<file path="src/rtl/spi_pwm_pkg.sv">
`default_nettype none
// ============================================================================
// Module      : spi_pwm_pkg
// Description : Shared constants, register map and FSM state type for the
//               SPI-controlled PWM register block.
// Revision    : 1.0 - initial release
// ============================================================================
package spi_pwm_pkg;

    localparam logic [7:0]  c_id_value      = 8'hA5;

    // Register map
    localparam logic [2:0]  c_addr_ctrl     = 3'd0;
    localparam logic [2:0]  c_addr_per_l    = 3'd1;
    localparam logic [2:0]  c_addr_per_h    = 3'd2;
    localparam logic [2:0]  c_addr_duty_l   = 3'd3;
    localparam logic [2:0]  c_addr_duty_h   = 3'd4;
    localparam logic [2:0]  c_addr_status   = 3'd5;
    localparam logic [2:0]  c_addr_id       = 3'd6;
    localparam logic [2:0]  c_addr_rsvd     = 3'd7;

    // CTRL bit positions
    localparam int          c_ctrl_en       = 0;
    localparam int          c_ctrl_ext_en   = 1;
    localparam int          c_ctrl_start    = 2;

    // Reset values of the PWM settings
    localparam logic [15:0] c_period_rst    = 16'h00FF;
    localparam logic [15:0] c_duty_rst      = 16'h0080;

    typedef enum logic [1:0] {
        ST_IDLE  = 2'd0,
        ST_CMD   = 2'd1,
        ST_DATA  = 2'd2,
        ST_ABORT = 2'd3
    } state_t;

    // Duty may never exceed the period it is paired with.
    function automatic logic [15:0] sat_duty(input logic [15:0] duty,
                                             input logic [15:0] period);
        return (duty > period) ? period : duty;
    endfunction

endpackage
`default_nettype wire

</file>
<file path="src/rtl/spi_pwm_ctrl_if.sv">
`default_nettype none
// ============================================================================
// Module      : spi_pwm_ctrl_if
// Description : Byte-level link between an SPI slave shifter and the
//               register block (chip-select, received byte, reply byte).
// Revision    : 1.0 - initial release
// ============================================================================
interface spi_pwm_ctrl_if;
    logic       cs_active;
    logic       rx_valid;
    logic [7:0] rx_byte;
    logic [7:0] tx_byte;

    modport master (output cs_active, output rx_valid, output rx_byte, input  tx_byte);
    modport slave  (input  cs_active, input  rx_valid, input  rx_byte, output tx_byte);
endinterface
`default_nettype wire

</file>
<file path="src/rtl/spi_pwm_ctrl_sync_rise.sv">
`default_nettype none
// ============================================================================
// Module      : sync_rise
// Description : Two-flop synchroniser for an asynchronous input followed by
//               a rising-edge detector producing a one-cycle pulse.
// Revision    : 1.0 - initial release
// ============================================================================
module sync_rise (
    input  logic clk,
    input  logic rst_n,
    input  logic i_async,
    output logic o_rise
);
    // [0],[1] are the metastability chain, [2] holds the previous synced level
    logic [2:0] r_sync;

    // Shift the asynchronous level through the synchroniser chain
    always_ff @(posedge clk or negedge rst_n) begin
        if (!rst_n) begin
            r_sync <= 3'b000;
        end else begin
            r_sync <= {r_sync[1:0], i_async};
        end
    end

    assign o_rise = r_sync[1] & ~r_sync[2];
endmodule
`default_nettype wire

</file>
<file path="src/rtl/spi_pwm_ctrl.sv">
`default_nettype none
// ============================================================================
// Module      : spi_pwm_ctrl
// Description : SPI byte-protocol register block configuring a PWM core.
//               Command byte selects read/write and start address, data
//               bytes auto-increment the address; period/duty are staged
//               and committed atomically.
// Revision    : 1.0 - initial release
// ============================================================================
module spi_pwm_ctrl
    import spi_pwm_pkg::*;
(
    input  logic           clk,
    input  logic           rst_n,
    spi_pwm_ctrl_if.slave  spi,
    input  logic           pwm_start_ext,
    input  logic           pwm_period_end,
    output logic           pwm_en,
    output logic [15:0]    pwm_period,
    output logic [15:0]    pwm_duty,
    output logic           pwm_start,
    output logic           frame_err
);
    state_t      r_state, w_state_nxt;
    logic        r_cs_prev, r_is_write, r_ctrl_en, r_ctrl_ext, r_pending;
    logic        r_frame_err, r_start;
    logic [2:0]  r_addr, w_rd_addr;
    logic [7:0]  r_tx, w_rd_data;
    logic [15:0] r_stage_per, r_stage_duty, r_period, r_duty;
    logic [15:0] w_stage_per_nxt, w_stage_duty_nxt;
    logic        w_pending_nxt, w_commit, w_ext_rise;

    wire w_cs_rise   = spi.cs_active & ~r_cs_prev;
    wire w_cmd_ok    = (spi.rx_byte[6:3] == 4'd0);
    wire w_cmd_byte  = spi.cs_active & spi.rx_valid & (r_state == ST_CMD);
    wire w_data_byte = spi.cs_active & spi.rx_valid & (r_state == ST_DATA);
    wire w_wr        = w_data_byte & r_is_write;
    wire w_err_set   = w_cmd_byte & ~w_cmd_ok;
    wire w_ctrl_wr   = w_wr & (r_addr == c_addr_ctrl);
    wire w_spi_start = w_ctrl_wr & spi.rx_byte[c_ctrl_start]
                     & (spi.rx_byte[c_ctrl_en] | r_ctrl_en);
    wire w_ext_start = w_ext_rise & r_ctrl_en & r_ctrl_ext;

    sync_rise u_sync_ext (
        .clk     (clk),
        .rst_n   (rst_n),
        .i_async (pwm_start_ext),
        .o_rise  (w_ext_rise)
    );

    // Frame state register
    always_ff @(posedge clk or negedge rst_n) begin
        if (!rst_n) r_state <= ST_IDLE;
        else        r_state <= w_state_nxt;
    end

    // Frame sequencing: chip-select loss always returns to IDLE
    always_comb begin
        w_state_nxt = r_state;
        if (!spi.cs_active) begin
            w_state_nxt = ST_IDLE;
        end else begin
            case (r_state)
                ST_IDLE: if (w_cs_rise) w_state_nxt = ST_CMD;
                ST_CMD: begin
                    if (spi.rx_valid) begin
                        if (w_cmd_ok) w_state_nxt = ST_DATA;
                        else          w_state_nxt = ST_ABORT;
                    end
                end
                default: w_state_nxt = r_state;
            endcase
        end
    end

    // Register readback mux; the command byte addresses directly, data bytes prefetch addr+1
    always_comb begin
        w_rd_addr = (r_state == ST_CMD) ? spi.rx_byte[2:0] : r_addr + 3'd1;
        case (w_rd_addr)
            c_addr_ctrl:   w_rd_data = {6'd0, r_ctrl_ext, r_ctrl_en};
            c_addr_per_l:  w_rd_data = r_stage_per[7:0];
            c_addr_per_h:  w_rd_data = r_stage_per[15:8];
            c_addr_duty_l: w_rd_data = r_stage_duty[7:0];
            c_addr_duty_h: w_rd_data = r_stage_duty[15:8];
            c_addr_status: w_rd_data = {5'd0, r_pending, r_frame_err, r_ctrl_en};
            c_addr_id:     w_rd_data = c_id_value;
            default:       w_rd_data = 8'h00;
        endcase
    end

    // Staging updates and commit decision; a high-byte write with EN clear commits at once
    always_comb begin
        w_stage_per_nxt  = r_stage_per;
        w_stage_duty_nxt = r_stage_duty;
        w_pending_nxt    = r_pending;
        if (w_wr) begin
            case (r_addr)
                c_addr_per_l:  w_stage_per_nxt[7:0]   = spi.rx_byte;
                c_addr_per_h:  begin
                    w_stage_per_nxt[15:8]  = spi.rx_byte;
                    w_pending_nxt          = 1'b1;
                end
                c_addr_duty_l: w_stage_duty_nxt[7:0]  = spi.rx_byte;
                c_addr_duty_h: begin
                    w_stage_duty_nxt[15:8] = spi.rx_byte;
                    w_pending_nxt          = 1'b1;
                end
                default: ;
            endcase
        end
        w_commit = w_pending_nxt & (~r_ctrl_en | pwm_period_end);
    end

    // Address pointer, direction and chip-select edge history
    always_ff @(posedge clk or negedge rst_n) begin
        if (!rst_n) begin
            r_cs_prev  <= 1'b1;
            r_addr     <= 3'd0;
            r_is_write <= 1'b0;
        end else begin
            r_cs_prev <= spi.cs_active;
            if (w_cmd_byte) begin
                r_addr     <= spi.rx_byte[2:0];
                r_is_write <= spi.rx_byte[7];
            end else if (w_data_byte) begin
                r_addr     <= r_addr + 3'd1;
            end
        end
    end

    // CTRL, sticky error flag and start pulse
    always_ff @(posedge clk or negedge rst_n) begin
        if (!rst_n) begin
            r_ctrl_en   <= 1'b0;
            r_ctrl_ext  <= 1'b0;
            r_frame_err <= 1'b0;
            r_start     <= 1'b0;
        end else begin
            if (w_ctrl_wr) begin
                r_ctrl_en  <= spi.rx_byte[c_ctrl_en];
                r_ctrl_ext <= spi.rx_byte[c_ctrl_ext_en];
            end
            if (w_err_set)
                r_frame_err <= 1'b1;
            else if (w_wr && (r_addr == c_addr_status))
                r_frame_err <= 1'b0;
            r_start <= w_spi_start | w_ext_start;
        end
    end

    // Staging registers and committed PWM settings
    always_ff @(posedge clk or negedge rst_n) begin
        if (!rst_n) begin
            r_stage_per  <= c_period_rst;
            r_stage_duty <= c_duty_rst;
            r_period     <= c_period_rst;
            r_duty       <= c_duty_rst;
            r_pending    <= 1'b0;
        end else begin
            r_stage_per  <= w_stage_per_nxt;
            r_stage_duty <= w_stage_duty_nxt;
            r_pending    <= w_commit ? 1'b0 : w_pending_nxt;
            if (w_commit) begin
                r_period <= w_stage_per_nxt;
                r_duty   <= sat_duty(w_stage_duty_nxt, w_stage_per_nxt);
            end
        end
    end

    // Reply byte: meaningful only within read frames, zero elsewhere
    always_ff @(posedge clk or negedge rst_n) begin
        if (!rst_n) begin
            r_tx <= 8'h00;
        end else if (!spi.cs_active) begin
            r_tx <= 8'h00;
        end else if (w_cmd_byte) begin
            r_tx <= (w_cmd_ok && !spi.rx_byte[7]) ? w_rd_data : 8'h00;
        end else if (w_data_byte) begin
            r_tx <= r_is_write ? 8'h00 : w_rd_data;
        end else if (r_state != ST_DATA) begin
            r_tx <= 8'h00;
        end
    end

    assign spi.tx_byte = r_tx;
    assign pwm_en      = r_ctrl_en;
    assign pwm_period  = r_period;
    assign pwm_duty    = r_duty;
    assign pwm_start   = r_start;
    assign frame_err   = r_frame_err;
endmodule
`default_nettype wire

</file>
<file path="src/flat_wrapper.sv">
// flat-port wrapper written by rule: the top's interface ports become plain ports
module spi_pwm_ctrl_flat import spi_pwm_pkg::*;
  (clk, rst_n, pwm_start_ext, pwm_period_end, pwm_en, pwm_period, pwm_duty, pwm_start, frame_err, spi_cs_active, spi_rx_valid, spi_rx_byte, spi_tx_byte);
  spi_pwm_ctrl_if spi_i ();
  input  logic clk;
  input  logic rst_n;
  input  logic pwm_start_ext;
  input  logic pwm_period_end;
  output logic pwm_en;
  output logic [15:0] pwm_period;
  output logic [15:0] pwm_duty;
  output logic pwm_start;
  output logic frame_err;
  input wire logic [$bits(spi_i.cs_active)-1:0] spi_cs_active;
  input wire logic [$bits(spi_i.rx_valid)-1:0] spi_rx_valid;
  input wire logic [$bits(spi_i.rx_byte)-1:0] spi_rx_byte;
  output wire logic [$bits(spi_i.tx_byte)-1:0] spi_tx_byte;
  assign spi_i.cs_active = spi_cs_active;
  assign spi_i.rx_valid = spi_rx_valid;
  assign spi_i.rx_byte = spi_rx_byte;
  assign spi_tx_byte = spi_i.tx_byte;
  spi_pwm_ctrl u_core (.clk(clk), .rst_n(rst_n), .spi(spi_i), .pwm_start_ext(pwm_start_ext), .pwm_period_end(pwm_period_end), .pwm_en(pwm_en), .pwm_period(pwm_period), .pwm_duty(pwm_duty), .pwm_start(pwm_start), .frame_err(frame_err));
endmodule
</file>
<file path="config.mk">
export PLATFORM = sky130hd
export DESIGN_NAME = spi_pwm_ctrl_flat
export DESIGN_NICKNAME = d
export VERILOG_FILES = /design/src/rtl/spi_pwm_pkg.sv /design/src/rtl/spi_pwm_ctrl_if.sv /design/src/rtl/spi_pwm_ctrl_sync_rise.sv /design/src/rtl/spi_pwm_ctrl.sv /design/src/flat_wrapper.sv
export SDC_FILE = /design/constraint.sdc
export NUM_CORES = 1
export LEC_CHECK = 0
export BUFFER_PORTS_ARGS = -buffer_cell sky130_fd_sc_hd__buf_2
export CAP_MARGIN = 20
export CORE_UTILIZATION = 62
export DETAILED_ROUTE_END_ITERATION = 8
export MAX_ROUTING_LAYER = met4
export PLACE_DENSITY_LB_ADDON = 0.2
export SETUP_SLACK_MARGIN = 0.3
export SKIP_LAST_GASP = 1
export SLEW_MARGIN = 25
export SYNTH_ARGS = -nofsm -noshare
export SYNTH_HDL_FRONTEND = slang
export SYNTH_SLANG_ARGS = --single-unit
export TNS_END_PERCENT = 100
</file>
<file path="constraint.sdc">
create_clock -name clk -period 8.5 [get_ports clk]
set_input_delay 0.85 -clock clk [delete_from_list [all_inputs] [get_ports clk]]
set_output_delay 0.85 -clock clk [all_outputs]
set_load 0.02 [all_outputs]
</file>
==> reports/results.txt, run 1 <==
Register share of total power: 0.418
Average footprint of a synthesized cell: 11.1 um2
Register bit count reported by yosys: 87
Violated checks: DRC
Overall die width: 85.6 um
Worst Setup Slack, final: 3800 ps
Largest net degree at the start of global routing: 88
Fraction of power consumed by the clock network: 0.254
Rel. slew slack: 0.360
Relative contribution of combinational cells to total power: 0.328
Synth top cells by count: 68 x sky130_fd_sc_hd__dfrtp_1, 48 x sky130_fd_sc_hd__nand2_1, 30 x sky130_fd_sc_hd__mux2_2
Max VDD drop: 0.135 mV
Most common flop cell mapped by yosys: sky130_fd_sc_hd__dfrtp_1
WL per Instance: 18.2 um
DP Worst Slack: 3430 ps
Number of DRC violations after detailed-routing iteration 0: 232
Switching pwr: 0.395 mW
Buffer levels on the longest clock path: 2
IO buf count: 56
Diodes inserted: 0
Sequential element share of the synthesized area: 0.508
Number of maximum-capacitance violations: 0
Number of failing setup endpoints in the final timing report: 0
Worst slew pin tran: 956 ps
Number of clock buffers inserted by TritonCTS: 9
Remaining DRCs: 1
Synth Net Count: 424
CP Capture Type: register
Worst hold start: u_core.u_sync_ext.r_sync[0]$_DFF_PN0_
Top cells by area, synth: sky130_fd_sc_hd__dfrtp_1 39%, sky130_fd_sc_hd__dfstp_2 12%, sky130_fd_sc_hd__mux2_2 7.8%
Power density cells: 228 nW/um2
RSZ-0062 raised after global routing: false
Antenna violations before repair: 0
CP Launch Point: spi_cs_active
Run status: finished with violations
Top-count cell post-synth: sky130_fd_sc_hd__dfrtp_1
Kind of launch point of the worst setup path: primary input
Number of nets in the finished design: 474
Arrival time of the worst setup path: 4930 ps
Peak per-stage delay on the critical path: 790 ps
Clock slew at the register clock pins of the worst setup and hold paths: 90 ps
Type of the tightest min-delay check: register to register
Total internal power: 0.703 mW
Area of the multi-input gates: 1930 um2
Warnings, synthesis: 0
Final hold viol count: 0
Placer congestion estimate: 0.910
Initial Util: 0.642
Number of rows created at floorplan: 30
Wirelength, routed: 9550 um
Clock tree root driver cell: sky130_fd_sc_hd__clkbuf_8
Share of post-route cells with drive strength above 1: 0.300
Final Cycle Share: 0.553
Sequential Area: 2200 um2
Cells after Synth: 389
Share of the synthesized area in the top cell type: 0.392
Worst EP required: 8730 ps
Crit Path Class: primary input to register
Area added between synthesis and finish: 11.1%
Worst hold slack across all endpoints: 359 ps
Via count of the routed design: 3176
Total setup buffers inserted after CTS: 0
CP max FO: 10
Final-report max-slew violation count: 0
Number of vias per cell after detailed routing: 6.06
Finished Cell Area: 4820 um2
Skew-Pair Late Insertion Delay: 370 ps
CTS tree: done
Global router's overall resource usage: 0.283
Number of synthesized flops with an enable pin: 0
Die Ht: 85.6 um
Cells traversed along the worst timing path: buf_2, and4b_1, nand2_2, nor3b_2, mux2_2, inv_1, ha_1, nand4_1, nor4_1, a21boi_2, o41ai_4, buf_4, mux2i_1, o21ai_0
Sum of overflow across all layers after global routing: 0
Final critical delay including setup and external delays: 4700 ps
Post-cts hold buffer count: 0
Ports: 57
Fin Clk Skew: 13.7 ps
Cell area after technology mapping: 4340 um2
Async set-or-reset flop fraction in the synthesized netlist: 1.00
TritonRoute pass-1 iters: 7
Wire length of the first global-routing pass: 15200 um
Filler cells: 512
Aggregate negative setup slack: 0 ps
Highest-delay cell along the critical path: sky130_fd_sc_hd__nor3b_2
Startpoint of the lowest-slack register-to-register path: u_core.r_state[0]$_DFFE_PN0P_
Detailed-placement wirelength estimate: 6930 um
Vias in the first global route: 2929
CTS H-Tree Depth: 3
Count of clock tree sinks: 87
Switching Share: 0.360
Number of distinct library cells after synthesis: 52
Post-cts resize count: 0
DP Area: 4620 um2
Post-synthesis cell type with the largest combined area: sky130_fd_sc_hd__dfrtp_1
Leakage: 2.39 nW
Std-Cell Core Area: 6760 um2
Die Area: 7330 um2
Number of antenna-violating nets in the routed design: 0
Fmax: 213 MHz
==> registers in the layout, indices dropped and copies added, names as in the netlist, 2 cells and up <==
register / flops
u_core.pwm_period: 16
u_core.spi.tx_byte: 8
u_core.r_stage_per: 16
u_core.pwm_duty: 16
u_core.r_state: 2
u_core.r_stage_duty: 16
u_core.r_addr: 3
u_core.u_sync_ext.r_sync: 3
==> area by class of cell <==
class                   instances  share of cell area
clock inverters                 7              0.0140
well taps                      80              0.0208
repair buffers                 59              0.0642
inverters                      22              0.0171
flip-flops and latches         87               0.457
multi-input cells             260               0.401
clock buffers                   9              0.0257
==> critical path: cells and delay by family <==
kind,cells,cell delay [ps]
mux,2,690
compound gates,3,970
simple gates,5,1600
buf+inv,3,560
fa+ha+maj,1,250
==> power by group through the flow <==
stage | Combinational, mW | Clock [mW] | Sequential, mW
after global routing | 0.387 | 0.300 | 0.462
final | 0.361 | 0.279 | 0.459
after detailed placement | 0.356 | 0 | 0.466
after global placement | 0.346 | 0 | 0.465
after CTS | 0.359 | 0.284 | 0.458
after floorplan | 0.289 | 0 | 0.459
==> metrics by stage <==
stage	power (mW)	cells	util
global placement	0.811	508	0.684
detailed placement	0.822	508	0.684
finish	1.10	524	0.713
CTS	1.10	524	0.712
global route	1.15	524	0.713
floorplan	0.748	389	-
==> kinds of logic after synthesis <==
logic type | share of synthesized area
AO/OA/AOI/OAI | 0.134
multiplexers | 0.136
XOR/XNOR | 0.00404
AND/OR/NAND/NOR | 0.112
flip-flops | 0.508
adder cells (fa/ha/maj) | 0.0606
buffers and inverters | 0.0465
==> final timing paths <==
kind / to / slack [ps] / cells after the start
max in group asynchronous: u_core.r_stage_duty[4]$_DFF_PN0_ / 7460 / 1
hold / removal: u_core.u_sync_ext.r_sync[1]$_DFF_PN0_ / 360 / 0
setup / recovery: u_core.pwm_duty[5]$_DFFE_PN0P_ / 3800 / 14
setup reg to reg: u_core.pwm_duty[5]$_DFFE_PN0P_ / 3850 / 13
hold reg to reg: u_core.u_sync_ext.r_sync[1]$_DFF_PN0_ / 360 / 0
min in group asynchronous: u_core.r_addr[0]$_DFFE_PN0P_ / 500 / 1
==> metal layers <==
layer / routed length (um) / global-route usage
met1: 4700 / 0.413
met2: 4150 / 0.400
met3: 558 / 0.0549
met4: 145 / 0.0924
met5: 0 / -
==> layout by cell type, fill, tap and decap left out, types with 2 or more instances in the layout <==
cell / count
sky130_fd_sc_hd__nor4bb_1: 2
sky130_fd_sc_hd__nand4_1: 4
sky130_fd_sc_hd__nand3_1: 6
sky130_fd_sc_hd__nor2_1: 12
sky130_fd_sc_hd__and4b_1: 2
sky130_fd_sc_hd__dfstp_2: 19
sky130_fd_sc_hd__nor2b_1: 4
sky130_fd_sc_hd__a22o_1: 8
sky130_fd_sc_hd__o21ai_0: 28
sky130_fd_sc_hd__nor3b_1: 2
sky130_fd_sc_hd__nor3_1: 4
sky130_fd_sc_hd__ha_1: 21
sky130_fd_sc_hd__a221o_1: 2
sky130_fd_sc_hd__o2bb2ai_1: 2
sky130_fd_sc_hd__a22oi_1: 8
sky130_fd_sc_hd__nor4_1: 2
sky130_fd_sc_hd__a21oi_1: 14
sky130_fd_sc_hd__clkbuf_8: 9
sky130_fd_sc_hd__inv_1: 22
sky130_fd_sc_hd__nor3b_2: 2
sky130_fd_sc_hd__buf_4: 3
sky130_fd_sc_hd__mux2i_1: 25
sky130_fd_sc_hd__a31oi_1: 3
sky130_fd_sc_hd__buf_2: 55
sky130_fd_sc_hd__clkinvlp_4: 3
sky130_fd_sc_hd__mux2_2: 30
sky130_fd_sc_hd__nand2_1: 48
sky130_fd_sc_hd__o21ai_1: 9
sky130_fd_sc_hd__dfrtp_1: 68
Note: power is estimated with default switching activity, not from simulation.
==> run 2: changes to the inputs <==
- CORE_UTILIZATION: 62 -> 52
- clock period: 8.5 -> 3.9 ns (I/O delays scaled with it)
==> run 2 against run 1 <==
Compared with the run above: the run now ends clean; clock-buffer cell count grew 3; power grew 130%; critical path depth grew 1; global-route usage shrank 1.4 points; clock skew shrank 1.9 ps.
==> reports/results.txt, run 2 (synthesis gave the netlist of run 1 again) <==
Share of post-route cells with drive strength above 1: 0.358 (+0.0582)
Die Ht: 93.3 um (+9.0%)
Number of maximum-capacitance violations: 0 (unchanged)
WL per Instance: 18.6 um (+1.8%)
CTS H-Tree Depth: 3 (unchanged)
TritonRoute pass-1 iters: 4 (-3)
Number of DRC violations after detailed-routing iteration 0: 233 (+0.43%)
Startpoint of the lowest-slack register-to-register path: u_core.r_state[0]$_DFFE_PN0P_
Fin Clk Skew: 11.8 ps (-1.94 ps)
Ports: 57 (unchanged)
Non-filler cells, final: 566 (+8.0%)
Final critical delay including setup and external delays: 3510 ps
Clock slew at the register clock pins of the worst setup and hold paths: 80 ps (about the same)
Most common cell after layout, fill and taps aside: sky130_fd_sc_hd__dfrtp_1
Remaining DRCs: 0 (-1)
CTS tree: done
Wire length of the first global-routing pass: 17000 um (+12%)
Crit Path Class: register to register
RSZ-0062 raised after global routing: false
Power density cells: 507 nW/um2 (+120%)
CP max FO: 7 (-3)
Arrival time of the worst setup path: 3740 ps (-1190 ps)
Via count of the routed design: 3269 (+2.9%)
Run status: finished, final reports clean
Count of clock tree sinks: 87 (unchanged)
Area of the multi-input gates: 1990 um2 (+3.0%)
Number of vias per cell after detailed routing: 5.78 (-4.7%)
Wirelength, routed: 10500 um (+10%)
Std-Cell Core Area: 7890 um2 (+17%)
Register-to-register setup slack: 390 ps (-3460 ps)
Global router's overall resource usage: 0.269 (-0.0137)
Max VDD drop: 0.372 mV (+180%)
Number of cells after detailed placement: 537 (+5.7%)
Fmax: 285 MHz
Overall power after layout: 2.57 mW (+130%)
Buffer levels on the longest clock path: 2 (unchanged)
Endpoint of the most critical setup path: u_core.pwm_duty[6]$_DFFE_PN0P_
Number of clock buffers inserted by TritonCTS: 9 (unchanged)
Commonest cells after routing, fill and taps aside: 66 x sky130_fd_sc_hd__dfrtp_1, 55 x sky130_fd_sc_hd__buf_2, 48 x sky130_fd_sc_hd__nand2_1
Worst Reg2Reg Path Length in Cells: 15 (+2)
Critical register-to-register path endpoint: u_core.pwm_duty[6]$_DFFE_PN0P_
Initial Util: 0.550 (-0.0920)
Die Area: 8710 um2 (+19%)
Diodes inserted: 0 (unchanged)
Rel. slew slack: 0.353 (-0.00693)
Antenna violations before repair: 0 (unchanged)
Vias in the first global route: 3221 (+10%)
DP Area: 4710 um2 (+1.8%)
Skew-Pair Late Insertion Delay: 370 ps (about the same)
Clock tree root driver cell: sky130_fd_sc_hd__clkbuf_8
Final Cycle Share: 0.900
Placer congestion estimate: 0.887 (-2.6%)
Final hold viol count: 0 (unchanged)
Area added between synthesis and finish: 17.1%
Overall die width: 93.3 um (+9.0%)
Aggregate negative setup slack: 0 ps (unchanged)
Number of nets in the finished design: 494 (+4.2%)
Post-route core utilization: 0.644 (-0.0691)
Largest net degree at the start of global routing: 88 (unchanged)
Kind of launch point of the worst setup path: register
Sum of overflow across all layers after global routing: 0 (unchanged)
Sequential Area: 2200 um2 (+0.11%)
IO buf count: 56 (unchanged)
Number of rows created at floorplan: 32 (+6.7%)
Filler cells: 612 (+20%)
Number of failing setup endpoints in the final timing report: 0 (unchanged)
Number of antenna-violating nets in the routed design: 0 (unchanged)
Detailed-placement wirelength estimate: 7300 um (+5.3%)
Worst EP required: 4130 ps (-4600 ps)
CP Capture Type: register
Type of the tightest min-delay check: primary input to asynchronous set/reset pin
Leakage: 2.48 nW (+3.6%)
Worst slew pin tran: 963 ps (+7.18 ps)
CP Launch Point: u_core.r_state[0]$_DFFE_PN0P_
Finished Cell Area: 5080 um2 (+5.4%)
Final-report max-slew violation count: 0 (unchanged)
-- run 2: changes by cell type in the layout (fill, tap and decap cells not counted), sizes merged --
cell,change
buf,+18
clkbuf,+5
clkinv,-1
inv,-2
-- run 2: worst min-delay path by stage --
stage	start	to	slack, ps	cells after the start
CTS	rst_n	u_core.spi.tx_byte[7]$_DFFE_PN0P_	110	1
global placement	u_core.u_sync_ext.r_sync[0]$_DFF_PN0_	u_core.u_sync_ext.r_sync[1]$_DFF_PN0_	340	0
detailed placement	u_core.u_sync_ext.r_sync[0]$_DFF_PN0_	u_core.u_sync_ext.r_sync[1]$_DFF_PN0_	340	0
floorplan	rst_n	u_core.frame_err$_DFFE_PN0P_	90	0
global route	pwm_start_ext	u_core.u_sync_ext.r_sync[0]$_DFF_PN0_	120	1
finish	rst_n	u_core.r_addr[0]$_DFFE_PN0P_	40	1
-- run 2: layout make-up --
class | instances | share of cell area
sequential | 87 | 0.434
timing repair buffer | 79 | 0.0958
multi-input combinational | 260 | 0.392
inverter | 22 | 0.0163
clock inverter | 4 | 0.00616
clock buffer | 12 | 0.0305
tap | 102 | 0.0251
-- run 2: critical path: stages (launching register included) --
cell	delay (ps)
sky130_fd_sc_hd__dfrtp_2	410
sky130_fd_sc_hd__and4b_2	310
sky130_fd_sc_hd__nand2_2	100
sky130_fd_sc_hd__nor3b_2	220
sky130_fd_sc_hd__buf_6	150
sky130_fd_sc_hd__clkbuf_4	190
sky130_fd_sc_hd__buf_4	130
sky130_fd_sc_hd__mux2i_2	280
sky130_fd_sc_hd__ha_1	290
sky130_fd_sc_hd__nand4_1	140
sky130_fd_sc_hd__nor4_2	70
sky130_fd_sc_hd__a21boi_2	170
sky130_fd_sc_hd__o41ai_4	320
sky130_fd_sc_hd__buf_6	230
sky130_fd_sc_hd__mux2i_4	270
sky130_fd_sc_hd__o21ai_0	100
-- run 2: per-layer routing --
layer,GRT usage,share of wire,up-vias
met4,0.104,0.015,0
met5,-,0,-
met3,0.0423,0.060,11
met2,0.381,0.45,102
met1,0.391,0.48,1634
li1,-,-,1522
-- run 2: power breakdown --
group / total, mW / internal, mW / switching (mW)
clock: 0.593 / 0.267 / 0.325
combinational: 0.979 / 0.457 / 0.522
sequential: 1.00 / 0.952 / 0.0493
-- run 2: what timing repair did --
action,in CTS,in global routing
resized for setup,1,23
endpoints found under the setup margin,16,16
hold buffers,0,0
pin swaps,0,3
buffers inserted,1,11
cloned,0,1
hold endpoints to repair,0,0
-- run 2: per-stage QoR --
stage / hold WS (ps) / worst slack, ps
floorplan: 94.4 / 403
global placement: 335 / 222
detailed placement: 338 / 169
CTS: 108 / 312
global route: 120 / 279
finish: 38.4 / 390
